**src/rtl/rr_shi_unload_16.sv**
```systemverilog
// ---------------------------------------------------------------------------
// rr_shi_unload_16
//
// Unloading counterpart of the 256-bit right-shift load register used in the
// modular-division datapath. A WIDTH-bit operand is loaded in parallel and
// streamed out as WORD-bit words, least-significant word first. This matches
// the order in which the load register is filled, so a word stream
// round-trips unchanged. A 1-bit left-shift mode exports the MSB through
// bit_out. It mirrors the load register's right-shift-with-bit256 mode.
//
// Ports:
//   clk         rising-edge clock
//   rst_n       synchronous active-low reset
//   load        parallel load of din into the shift register (IDLE only)
//   din         WIDTH-bit parallel data in
//   start       begin a word unload of the current register content (IDLE only)
//   shl1        left shift by one bit (IDLE only)
//   bit0_in     bit shifted into the LSB on shl1
//   bit_out     MSB shifted out by the most recent shl1
//   dout        current output word (low word of the register)
//   dout_valid  dout holds a word
//   dout_ready  consumer accepts dout
//   busy        unload in progress
//   done        one-cycle pulse after the last word is accepted
//   regout      shift-register contents
// ---------------------------------------------------------------------------
module rr_shi_unload_16 #(
    parameter int WIDTH = 256,
    parameter int WORD  = 16
) (
    input  logic             clk,
    input  logic             rst_n,
    input  logic             load,
    input  logic [WIDTH-1:0] din,
    input  logic             start,
    input  logic             shl1,
    input  logic             bit0_in,
    output logic             bit_out,
    output logic [WORD-1:0]  dout,
    output logic             dout_valid,
    input  logic             dout_ready,
    output logic             busy,
    output logic             done,
    output logic [WIDTH-1:0] regout
);

    localparam int NWORDS = WIDTH / WORD;
    localparam int CNT_W  = (NWORDS > 1) ? $clog2(NWORDS) : 1;
    localparam logic [CNT_W-1:0] CNT_LAST = CNT_W'(NWORDS - 1);

    typedef enum logic {
        IDLE = 1'b0,
        SEND = 1'b1
    } state_t;

    state_t             state, state_nxt;
    logic [WIDTH-1:0]   sr, sr_nxt;
    logic [CNT_W-1:0]   cnt, cnt_nxt;
    logic               bit_out_nxt;
    logic               done_nxt;
    logic               dout_valid_nxt;
    logic               busy_nxt;
    logic               hs;

    // A word is consumed only while it is actually being offered.
    assign hs = (state == SEND) && dout_valid && dout_ready;

    // -----------------------------------------------------------------------
    // Next-state and next-value logic
    // -----------------------------------------------------------------------
    always_comb begin
        state_nxt      = state;
        sr_nxt         = sr;
        cnt_nxt        = cnt;
        bit_out_nxt    = bit_out;
        done_nxt       = 1'b0;
        dout_valid_nxt = dout_valid;
        busy_nxt       = busy;

        case (state)
            IDLE: begin
                // Strict priority load > start > shl1; losers are dropped.
                if (load) begin
                    sr_nxt = din;
                end else if (start) begin
                    state_nxt      = SEND;
                    cnt_nxt        = '0;
                    dout_valid_nxt = 1'b1;
                    busy_nxt       = 1'b1;
                end else if (shl1) begin
                    sr_nxt      = {sr[WIDTH-2:0], bit0_in};
                    bit_out_nxt = sr[WIDTH-1];
                end
            end

            SEND: begin
                // Rotate rather than shift, so that after NWORDS handshakes
                // the register is back to its value at start.
                if (hs) begin
                    sr_nxt = {sr[WORD-1:0], sr[WIDTH-1:WORD]};
                    if (cnt == CNT_LAST) begin
                        state_nxt      = IDLE;
                        cnt_nxt        = '0;
                        dout_valid_nxt = 1'b0;
                        busy_nxt       = 1'b0;
                        done_nxt       = 1'b1;
                    end else begin
                        cnt_nxt = cnt + CNT_W'(1);
                    end
                end
            end

            default: begin
                state_nxt      = IDLE;
                dout_valid_nxt = 1'b0;
                busy_nxt       = 1'b0;
            end
        endcase
    end

    // -----------------------------------------------------------------------
    // State and data registers. A reset mid-unload discards the register
    // content and suppresses done.
    // -----------------------------------------------------------------------
    always_ff @(posedge clk) begin
        if (!rst_n) begin
            state      <= IDLE;
            sr         <= '0;
            cnt        <= '0;
            bit_out    <= 1'b0;
            done       <= 1'b0;
            dout_valid <= 1'b0;
            busy       <= 1'b0;
        end else begin
            state      <= state_nxt;
            sr         <= sr_nxt;
            cnt        <= cnt_nxt;
            bit_out    <= bit_out_nxt;
            done       <= done_nxt;
            dout_valid <= dout_valid_nxt;
            busy       <= busy_nxt;
        end
    end

    assign dout   = sr[WORD-1:0];
    assign regout = sr;

endmodule

```
**config.mk**
```make
export PLATFORM = sky130hd
export DESIGN_NAME = rr_shi_unload_16
export DESIGN_NICKNAME = d
export VERILOG_FILES = /design/src/rtl/rr_shi_unload_16.sv
export SDC_FILE = /design/constraint.sdc
export NUM_CORES = 1
export LEC_CHECK = 0
export CAP_MARGIN = 0
export CORE_AREA = 3 3 207 209
export DETAILED_ROUTE_END_ITERATION = 8
export DIE_AREA = 0 0 210 212
export PLACE_DENSITY = 0.67
export SLEW_MARGIN = 30
export SYNTH_ARGS = -nofsm -noshare
export SYNTH_HDL_FRONTEND = slang
export SYNTH_SLANG_ARGS = --single-unit
```
**constraint.sdc**
```tcl
create_clock -name clk -period 1.9 [get_ports clk]
set_input_delay 0.38 -clock clk [delete_from_list [all_inputs] [get_ports clk]]
set_output_delay 0.38 -clock clk [all_outputs]
set_load 0.02 [all_outputs]
```
==> flow_metrics.env <==
export IMPL_grt_pass1_wl_um=91210
export IMPL_antenna_found_initial=1
export IMPL_fin_nets=2308
export IMPL_netlist_area_mm2=0.01492
export IMPL_fin_crit_ns=1.832
export IMPL_synth_area_leader_cell="dfxtp_1"
export IMPL_ys_seq_area_frac=0.3543
export IMPL_die_y_um=212
export IMPL_grt_total_usage=0.2623
export IMPL_grt_overflow=0
export IMPL_path_depth=1
export IMPL_setup_tns_ns=0
export IMPL_ir_drop_uv=666.5
export IMPL_start_kind="flop"
export IMPL_crit_type="flop to primary output"
export IMPL_ctsHoldBuffers=0
export IMPL_p_per_area_mw_per_mm2=789.7
export IMPL_setup_violations=0
export IMPL_vias_per_cell=5.483
export IMPL_critPathMaxStageDelay_ns=0.51
export IMPL_cp_max_fo=5
export IMPL_synth_edf_count=0
export IMPL_whs_path_depth=4
export IMPL_synth_seq_cells=264
export IMPL_portBuffers=538
export IMPL_synthCells=1485
export IMPL_fillCellCount=3741
export IMPL_tightest_slew_ns=0.4634
export IMPL_min_period_over_period=0.9643
export IMPL_cts_max_level=1
export IMPL_critPathArrivalTime_ns=1.45
export IMPL_clock_sinks=264
export IMPL_clk_pin_slew_ns=0.06
export IMPL_final_hold_viol_count=0
export IMPL_whs_ns=0.2534
export IMPL_status="completed"
export IMPL_max_freq_ghz=0.5458
export IMPL_synth_area_top_cells="dfxtp_1 35%, mux2_2 19%, mux2i_1 17%"
export IMPL_areaGrowthSynthToFinish_pct=49.26
export IMPL_drive_gt1_frac=0.2527
export IMPL_rsz0062_at_grt="no"
export IMPL_cts_buffers=31
export IMPL_r2r_worst_path_cells=5
export IMPL_cts_root_buffer="clkbuf_16"
export IMPL_vias=14260
export IMPL_drc=0
export IMPL_worstPathCellList="dlygate4sd2_1"
export IMPL_layout_setup_ws_ns=0.06783
export IMPL_final_max_slew_violation_count=0
export IMPL_yosysMostFrequentCell="dfxtp_1"
export IMPL_timing_critical_path_buf_inv=1
export IMPL_clock_latency_ns=0.57
export IMPL_ys_top_cells_by_count="264 x dfxtp_1, 258 x nand2_1, 257 x mux2i_1"
export IMPL_async_reset_ff_frac=0
export IMPL_hold_path_class="primary input to flop"
export IMPL_grt_pass1_vias=14250
export IMPL_rows=74
export IMPL_post_place_ws_ns=-0.1838
export IMPL_p_leak_uw=0.01065
export IMPL_cp_slowest_cell="dfxtp_1"
export IMPL_core_mm2=0.04102
export IMPL_cts_tree="done"
export IMPL_dp_hpwl_um=47250
export IMPL_drt_initial_drc_count=988
export IMPL_max_cap_violations=0
export IMPL_ant_nets=0
export IMPL_cp_end_kind="primary output"
export IMPL_yosys_warnings=0
export IMPL_max_slew_margin=0.6911
export IMPL_worst_endpoint_required_ns=1.52
export IMPL_utilization=0.5429
export IMPL_place_congestion=0.9430
export IMPL_fp_dieArea_mm2=0.04452
export IMPL_yosys_cell_types_count=32
export IMPL_routed_wirelength_um=62290
export IMPL_die_w_um=210
export IMPL_syn_area_per_cell_um2=10.05
export IMPL_clockBufferDepth=3
export IMPL_initial_core_util=0.3637
export IMPL_ios=539
export IMPL_netlist_area_leader_share=0.3543
export IMPL_path_delay_family="flip-flops"
export IMPL_firstDrtPassIters=5
export IMPL_wl_per_cell_um=23.96
export IMPL_grt_max_degree=80
export IMPL_p_total_uw=17580
export IMPL_synth_ff_type="dfxtp_1"
export IMPL_fin_skew_ns=0.01502
export IMPL_syn_nets=1749
[per-layer routing]
metal	wire length [um]	vias to the layer above	global-route usage
li1	-	6578	-
met1	26110	6858	0.3438
met2	29410	702	0.4387
met3	4539	118	0.04589
met4	2227	0	0.08998
met5	0	-	0
[timing repair]
action | 4_1_cts | 5_1_grt
gates resized for setup | 278 | 0
setup buffers | 0 | 0
setup endpoints to repair | 276 | 0
[metrics by stage]
step                cells  instance area, um2
floorplan            1485               14920
global placement     2543               21520
detailed placement   2543               21520
CTS                  2598               22260
global route         2598               22260
finish               2600               22270
[sequential cells by signal, indices dropped and copies added, names as in the netlist]
| register | count |
|---|---|
| bit_out | 1 |
| busy | 1 |
| cnt | 4 |
| done | 1 |
| regout | 256 |
| state | 1 |
[report_power, final]
group	total (uW)	switching [uW]	internal [uW]	leakage, uW
Sequential	6500	556	5940	0.00216
Combinational	4660	2330	2330	0.00796
Clock	6430	2500	3930	0.000530
[final cells by class]
type                    count  area [um2]  share of cell area
diodes                      2       5.005           0.0002248
clock buffers              43       890.9             0.04001
clock inverters            12       197.7            0.008878
inverters                   2       15.01           0.0006743
multi-input cells        1059        8620              0.3871
flip-flops and latches    264        5288              0.2375
well taps                 532       665.6             0.02989
repair buffers            686        6585              0.2957
[layout by cell type (no fill, tap or decap), types with 2 or more instances in the layout]
cell / n
dlygate4sd2_1: 276
dfxtp_1: 262
clkdlybuf4s50_1: 260
nand2_1: 258
mux2i_1: 257
mux2_2: 256
o22ai_1: 196
buf_4: 114
o22ai_2: 60
buf_12: 34
clkbuf_16: 31
clkbuf_8: 8
a21oi_1: 5
clkbuf_1: 5
bufinv_16: 5
nor2_1: 4
nand3_1: 4
clkinv_2: 3
diode_2: 2
nand2b_1: 2
and3_1: 2
clkinvlp_4: 2
dfxtp_2: 2
[cells by family (layout without fill, tap and decap cells)]
| kind of cell | Yosys count | after routing | share of synthesized area |
|---|---|---|---|
| adder cells (fa/ha/maj) | 1 | 1 | 0.0008386 |
| other | 0 | 2 | 0 |
| AO/OA/AOI/OAI | 268 | 268 | 0.1376 |
| flip-flops | 264 | 264 | 0.3543 |
| multiplexers | 513 | 513 | 0.3657 |
| buffers and inverters | 162 | 743 | 0.06928 |
| AND/OR/NAND/NOR | 277 | 277 | 0.07238 |
[worst paths after layout]
| check | start | to | slack (ns) |
|---|---|---|---|
| setup / recovery | regout[0] | dout[0] | 0.07 |
| hold / removal | rst_n | cnt[0] | 0.25 |
| setup reg to reg | state | regout[170] | 0.26 |
| hold reg to reg | bit_out | bit_out | 0.50 |
Power figures use the tool's default switching activity.
